**src/rtl/arb2_sync.sv**
```systemverilog
// Two-party break-before-make lock arbiter with round-robin tie-break.
// Optional grant timeout compiled in with `define ARB2_TIMEOUT_EN (limit = HOLD_MAX cycles).
module arb2_sync #(
  parameter int unsigned HOLD_MAX = 16
) (
  input  logic       i_clk,
  input  logic       i_rst,
  input  logic       i_req_a,
  input  logic       i_req_b,
  output logic [1:0] o_gnt,
  output logic       o_last,
  output logic       o_tout
);

  typedef enum logic [1:0] {
    S_IDLE  = 2'd0,
    S_GNT_A = 2'd1,
    S_GNT_B = 2'd2,
    S_GAP   = 2'd3
  } state_t;

  if ((HOLD_MAX < 2) || (HOLD_MAX > 65535)) begin : g_hold_max_range
    $error("arb2_sync: HOLD_MAX must be in 2..65535");
  end

  state_t     r_state;
  state_t     w_next;
  logic [1:0] r_gnt;
  logic       r_last;
  logic [1:0] w_need_drop;  // [1] = A, [0] = B
  logic       w_tmo_a;
  logic       w_tmo_b;
  logic       w_elig_a;
  logic       w_elig_b;

  assign w_elig_a = i_req_a & ~w_need_drop[1];
  assign w_elig_b = i_req_b & ~w_need_drop[0];

`ifdef ARB2_TIMEOUT_EN
  localparam logic [15:0] HOLD_LAST = 16'(HOLD_MAX - 1);

  logic [15:0] r_hold_cnt;
  logic [1:0]  r_need_drop;
  logic        r_tout;

  assign w_tmo_a     = (r_state == S_GNT_A) && i_req_a && (r_hold_cnt == HOLD_LAST);
  assign w_tmo_b     = (r_state == S_GNT_B) && i_req_b && (r_hold_cnt == HOLD_LAST);
  assign w_need_drop = r_need_drop;
  assign o_tout      = r_tout;

  always_ff @(posedge i_clk) begin
    if (i_rst) begin
      r_hold_cnt  <= 16'd0;
      r_need_drop <= 2'b00;
      r_tout      <= 1'b0;
    end else begin
      r_tout <= w_tmo_a | w_tmo_b;
      if (((w_next == S_GNT_A) || (w_next == S_GNT_B)) && (w_next != r_state)) begin
        r_hold_cnt <= 16'd0;
      end else if ((r_state == S_GNT_A) || (r_state == S_GNT_B)) begin
        r_hold_cnt <= r_hold_cnt + 16'd1;
      end
      // A revoked side must be seen idle once before it is eligible again.
      if (w_tmo_a)       r_need_drop[1] <= 1'b1;
      else if (!i_req_a) r_need_drop[1] <= 1'b0;
      if (w_tmo_b)       r_need_drop[0] <= 1'b1;
      else if (!i_req_b) r_need_drop[0] <= 1'b0;
    end
  end
`else
  assign w_tmo_a     = 1'b0;
  assign w_tmo_b     = 1'b0;
  assign w_need_drop = 2'b00;
  assign o_tout      = 1'b0;
`endif

  always_comb begin
    w_next = r_state;
    case (r_state)
      S_IDLE, S_GAP: begin
        if (w_elig_a && w_elig_b) w_next = r_last ? S_GNT_A : S_GNT_B;
        else if (w_elig_a)        w_next = S_GNT_A;
        else if (w_elig_b)        w_next = S_GNT_B;
        else                      w_next = S_IDLE;
      end
      S_GNT_A: if (!i_req_a || w_tmo_a) w_next = S_GAP;
      S_GNT_B: if (!i_req_b || w_tmo_b) w_next = S_GAP;
      default: w_next = S_IDLE;
    endcase
  end

  always_ff @(posedge i_clk) begin
    if (i_rst) begin
      r_state <= S_IDLE;
      r_gnt   <= 2'b00;
      r_last  <= 1'b1;
    end else begin
      r_state <= w_next;
      r_gnt   <= {w_next == S_GNT_A, w_next == S_GNT_B};
      if ((w_next == S_GNT_A) && (r_state != S_GNT_A))      r_last <= 1'b0;
      else if ((w_next == S_GNT_B) && (r_state != S_GNT_B)) r_last <= 1'b1;
    end
  end

  assign o_gnt  = r_gnt;
  assign o_last = r_last;

endmodule

```
**config.mk**
```make
export PLATFORM = sky130hd
export DESIGN_NAME = arb2_sync
export DESIGN_NICKNAME = d
export VERILOG_FILES = /design/src/rtl/arb2_sync.sv
export SDC_FILE = /design/constraint.sdc
export NUM_CORES = 1
export LEC_CHECK = 0
export CAP_MARGIN = 15
export CORE_AREA = 2 2 39 41
export CTS_BUF_LIST = sky130_fd_sc_hd__clkbuf_8
export CTS_CLUSTER_DIAMETER = 200
export DETAILED_ROUTE_END_ITERATION = 10
export DIE_AREA = 0 0 41 43
export PLACE_DENSITY = 0.41
export RECOVER_POWER = 100
export REMOVE_ABC_BUFFERS = 1
export SETUP_SLACK_MARGIN = 0.05
export SLEW_MARGIN = 20
export SYNTH_ARGS = -nofsm -noshare
export SYNTH_HDL_FRONTEND = slang
export SYNTH_SLANG_ARGS = --single-unit
```
**constraint.sdc**
```tcl
create_clock -name i_clk -period 3.3 [get_ports i_clk]
set_input_delay 0.495 -clock i_clk [delete_from_list [all_inputs] [get_ports i_clk]]
set_output_delay 0.495 -clock i_clk [all_outputs]
set_load 0.03 [all_outputs]
```
==> impl_results.html <==
<table>
<tr><th>Metric</th><th>Value</th></tr>
<tr><th colspan="2">Clock tree</th></tr>
<tr><td>Clock latency of the later-clocked register in the worst-skew pair</td><td>0.22 ns</td></tr>
<tr><td>Clock slew seen by the registers of the worst setup and hold paths</td><td>0.03 ns</td></tr>
<tr><td>Post-cts hold buffer count</td><td>0</td></tr>
<tr><td>Clock buffer count from CTS</td><td>3</td></tr>
<tr><td>Number of buffers added for setup after CTS</td><td>0</td></tr>
<tr><td>Post-cts repair resize count</td><td>0</td></tr>
<tr><td>Number of sinks on the clock net</td><td>5</td></tr>
<tr><td>Root Buffer</td><td>sky130_fd_sc_hd__clkbuf_8</td></tr>
<tr><td>TritonCTS clock tree</td><td>yes</td></tr>
<tr><td>Clock Path Buffers</td><td>2</td></tr>
<tr><td>H-Tree Level Count</td><td>1</td></tr>
<tr><th colspan="2">Timing</th></tr>
<tr><td>Number of hold-slack violations in the final timing report</td><td>0</td></tr>
<tr><td>FMAX</td><td>0.550 GHz</td></tr>
<tr><td>Final worst path period share</td><td>0.551</td></tr>
<tr><td>Final count of negative-setup-slack endpoints</td><td>0</td></tr>
<tr><td>Final max-slew violation count</td><td>0</td></tr>
<tr><td>Accumulated negative setup slack</td><td>0 ns</td></tr>
<tr><td>RSZ-0062 raised after global routing</td><td>no</td></tr>
<tr><td>Final min period</td><td>about 1.8 ns</td></tr>
<tr><td>Skew final</td><td>about 0.00034 ns</td></tr>
<tr><th colspan="2">Synth</th></tr>
<tr><td>Distinct cells, synth</td><td>18</td></tr>
<tr><td>Avg Inst Size Synth</td><td>8.43 µm²</td></tr>
<tr><td>Library cell with the highest instance count after synthesis</td><td>sky130_fd_sc_hd__dfxtp_1</td></tr>
<tr><td>Commonest cells post-synth</td><td>sky130_fd_sc_hd__dfxtp_1, sky130_fd_sc_hd__nand2_1, sky130_fd_sc_hd__ha_1, sky130_fd_sc_hd__nand2b_1</td></tr>
<tr><td>Share of the synthesized area in the top cell type</td><td>0.349</td></tr>
<tr><td>Top_reg_cell synth</td><td>sky130_fd_sc_hd__dfxtp_1</td></tr>
<tr><td>Share of flip-flops with an asynchronous set or reset after synthesis</td><td>0</td></tr>
<tr><td>Number of instances in the synthesized netlist</td><td>34</td></tr>
<tr><td>Total standard cell area after synthesis</td><td>287 µm²</td></tr>
<tr><td>Cell type with the largest total area after synthesis</td><td>sky130_fd_sc_hd__dfxtp_1</td></tr>
<tr><td>YS warnings</td><td>0</td></tr>
<tr><td>Post-synth EDFFs</td><td>0</td></tr>
<tr><td>Register bit count reported by yosys</td><td>5</td></tr>
<tr><td>Top cells by area in the synthesized netlist</td><td>sky130_fd_sc_hd__dfxtp_1, sky130_fd_sc_hd__ha_1, sky130_fd_sc_hd__nand2b_1, sky130_fd_sc_hd__a311oi_1, sky130_fd_sc_hd__nand2_1</td></tr>
<tr><td>Sequential cell area fraction in the yosys report</td><td>0.349</td></tr>
<tr><th colspan="2">GRT</th></tr>
<tr><td>GRT Overall Usage</td><td>0.0812</td></tr>
<tr><td>Via count of the first global-routing pass</td><td>around 260</td></tr>
<tr><td>Total global routing overflow</td><td>0</td></tr>
<tr><td>Maximum number of pins on one net before global-route repair</td><td>9</td></tr>
<tr><td>Initial antenna violation count</td><td>0</td></tr>
<tr><td>First-pass GRT wire length</td><td>910 µm</td></tr>
<tr><th colspan="2">Worst setup path</th></tr>
<tr><td>Cell at the slowest stage of the critical path</td><td>sky130_fd_sc_hd__dlygate4sd3_1</td></tr>
<tr><td>Endpoint required time on the critical path</td><td>2.80 ns</td></tr>
<tr><td>Largest delay share family, worst path</td><td>buffers and inverters</td></tr>
<tr><td>Worst-path fanout max</td><td>4</td></tr>
<tr><td>Maximum single-stage delay on the critical path</td><td>0.75 ns</td></tr>
<tr><td>CP Launch Type</td><td>register</td></tr>
<tr><td>Category of the critical setup timing path</td><td>reg -&gt; out</td></tr>
<tr><td>Arrival time at the worst endpoint</td><td>1.32 ns</td></tr>
<tr><td>Buf+Inv Stages, Crit Path</td><td>1</td></tr>
<tr><td>Cell Chain, Critical Path</td><td>dlygate4sd3_1</td></tr>
<tr><td>Capturing element type of the critical path</td><td>output port</td></tr>
<tr><th colspan="2">Route</th></tr>
<tr><td>Number of DRC violations after detailed-routing iteration 0</td><td>7</td></tr>
<tr><td>Residual DRC</td><td>0</td></tr>
<tr><td>Routed length per instance</td><td>9.85 µm</td></tr>
<tr><td>Vias after detailed routing</td><td>270</td></tr>
<tr><td>Post-DR vias/cell</td><td>4.58</td></tr>
<tr><td>TritonRoute pass-1 iters</td><td>4</td></tr>
<tr><td>Total detailed-routing wirelength</td><td>581 µm</td></tr>
<tr><td>Post-DRT Antenna Nets</td><td>0</td></tr>
<tr><th colspan="2">Finish</th></tr>
<tr><td>Number of nets in the final layout</td><td>51</td></tr>
<tr><td>Area used by sequential logic in the layout</td><td>between 100 and 150 µm²</td></tr>
<tr><td>Area occupied by multi-input gates</td><td>about 170 µm²</td></tr>
<tr><td>Fillcell total</td><td>148</td></tr>
<tr><td>Fraction of final layout cells sized beyond drive strength 1</td><td>0.0930</td></tr>
<tr><td>Relative area change from synthesis to final layout</td><td>41.0%</td></tr>
<tr><td>ANT cells</td><td>0</td></tr>
<tr><th colspan="2">Worst hold path</th></tr>
<tr><td>Class of the tightest hold or removal check</td><td>reg -&gt; reg</td></tr>
<tr><th colspan="2">Die</th></tr>
<tr><td>Top-Level Pins</td><td>8</td></tr>
<tr><td>Die outline width</td><td>41 µm</td></tr>
<tr><td>Row Count</td><td>14</td></tr>
<tr><td>Full die area</td><td>1760 µm²</td></tr>
<tr><td>Die outline height</td><td>43 µm</td></tr>
<tr><td>Initial cell density of the core</td><td>0.207</td></tr>
<tr><td>Core box area</td><td>1380 µm²</td></tr>
<tr><th colspan="2">Power</th></tr>
<tr><td>Switching share of total power</td><td>0.395</td></tr>
<tr><td>Clock network fraction of design power</td><td>0.260</td></tr>
<tr><td>Lkg Pwr</td><td>0.177 nW</td></tr>
<tr><td>Share of power burned in combinational logic</td><td>0.492</td></tr>
<tr><td>Power per Cell Area</td><td>1010 nW/µm²</td></tr>
<tr><td>Switching power</td><td>0.162 mW</td></tr>
<tr><td>Part of the total power dissipated in sequential elements</td><td>0.248</td></tr>
<tr><td>Total internal power</td><td>0.248 mW</td></tr>
<tr><td>Worst ir drop on vdd</td><td>0.000339 V</td></tr>
<tr><td>Post-layout total power</td><td>0.410 mW</td></tr>
<tr><th colspan="2">Placement</th></tr>
<tr><td>Final weighted congestion of routability-driven global placement</td><td>approximately 0.69</td></tr>
<tr><td>Number of input and output port buffers inserted</td><td>6</td></tr>
<tr><th colspan="2">Run</th></tr>
<tr><td>Max-cap viol count</td><td>0</td></tr>
<tr><th colspan="2">Run status</th></tr>
<tr><td>Outcome</td><td>complete, no violations</td></tr>
</table>
==> routing by layer <==
metal / track usage / share of wire / wire length [µm]
met1: 0.0833 / 0.44 / 256
met4: 0.0800 / 0 / 0
met2: 0.116 / 0.50 / 288
met3: 0.0314 / 0.062 / 36
met5: 0 / 0 / 0
==> flip-flops by register name, summed over array words and instances, names as in the netlist <==
name / flops
o_gnt: 2
r_state: 2
o_last: 1
==> through the flow <==
| stage | cell area, µm² | setup WS, ns | hold slack, ns | util | instances |
|---|---|---|---|---|---|
| 4_1_cts | 404 | 1.53 | 0.592 | 0.292 | 59 |
| 5_1_grt | 404 | 1.45 | 0.633 | 0.292 | 59 |
| 3_5_place_dp | 359 | 1.46 | 0.585 | 0.259 | 55 |
| 3_3_place_gp | 359 | 1.49 | 0.553 | 0.259 | 55 |
| 2_1_floorplan | 279 | 1.94 | 0.567 | - | 33 |
| 6_report | 404 | 1.48 | 0.577 | 0.292 | 59 |
==> cell families after synthesis <==
group / count (synthesis) / synth area share
simple gates: 14 / 0.253
compound gates: 8 / 0.201
flops: 5 / 0.349
buf+inv: 3 / 0.0524
fa+ha+maj: 3 / 0.131
other cells: 1 / 0.0131
==> final timing paths <==
check | startpoint | end | slack [ns] | depth (start not counted)
setup / recovery | o_last$_SDFFE_PP1P_ | o_last | 1.48 | 1
hold / removal | o_last$_SDFFE_PP1P_ | o_last$_SDFFE_PP1P_ | 0.58 | 2
setup reg to reg | r_state[0]$_SDFF_PP0_ | o_last$_SDFFE_PP1P_ | 1.80 | 6
hold reg to reg | o_last$_SDFFE_PP1P_ | o_last$_SDFFE_PP1P_ | 0.58 | 2
==> layout by cell type (no fill, tap or decap), types with 2 or more instances in the layout <==
master / count
sky130_fd_sc_hd__dlygate4sd3_1: 5
sky130_fd_sc_hd__dfxtp_1: 5
sky130_fd_sc_hd__nand2_1: 4
sky130_fd_sc_hd__inv_1: 3
sky130_fd_sc_hd__nand2b_1: 3
sky130_fd_sc_hd__ha_1: 3
sky130_fd_sc_hd__clkbuf_8: 3
sky130_fd_sc_hd__o21ai_0: 2
sky130_fd_sc_hd__nor2_1: 2
sky130_fd_sc_hd__nor2b_1: 2
sky130_fd_sc_hd__a311oi_1: 2
==> final cells by class <==
class | instances | area share
inverter | 2 | 0.0186
multi-input combinational | 26 | 0.424
timing repair buffer | 6 | 0.149
clock inverter | 1 | 0.00929
tap | 16 | 0.0495
clock buffer | 3 | 0.102
sequential | 5 | 0.248
==> power by group through the flow <==
stage                     logic [mW]  registers [mW]  clock network [mW]
final                          0.202           0.102               0.106
after global routing           0.228           0.106               0.115
after CTS                      0.209           0.103               0.110
after detailed placement       0.208           0.104                   0
after global placement         0.205           0.103                   0
after floorplan                0.121           0.128                   0
(Power assumes the default switching activity.)
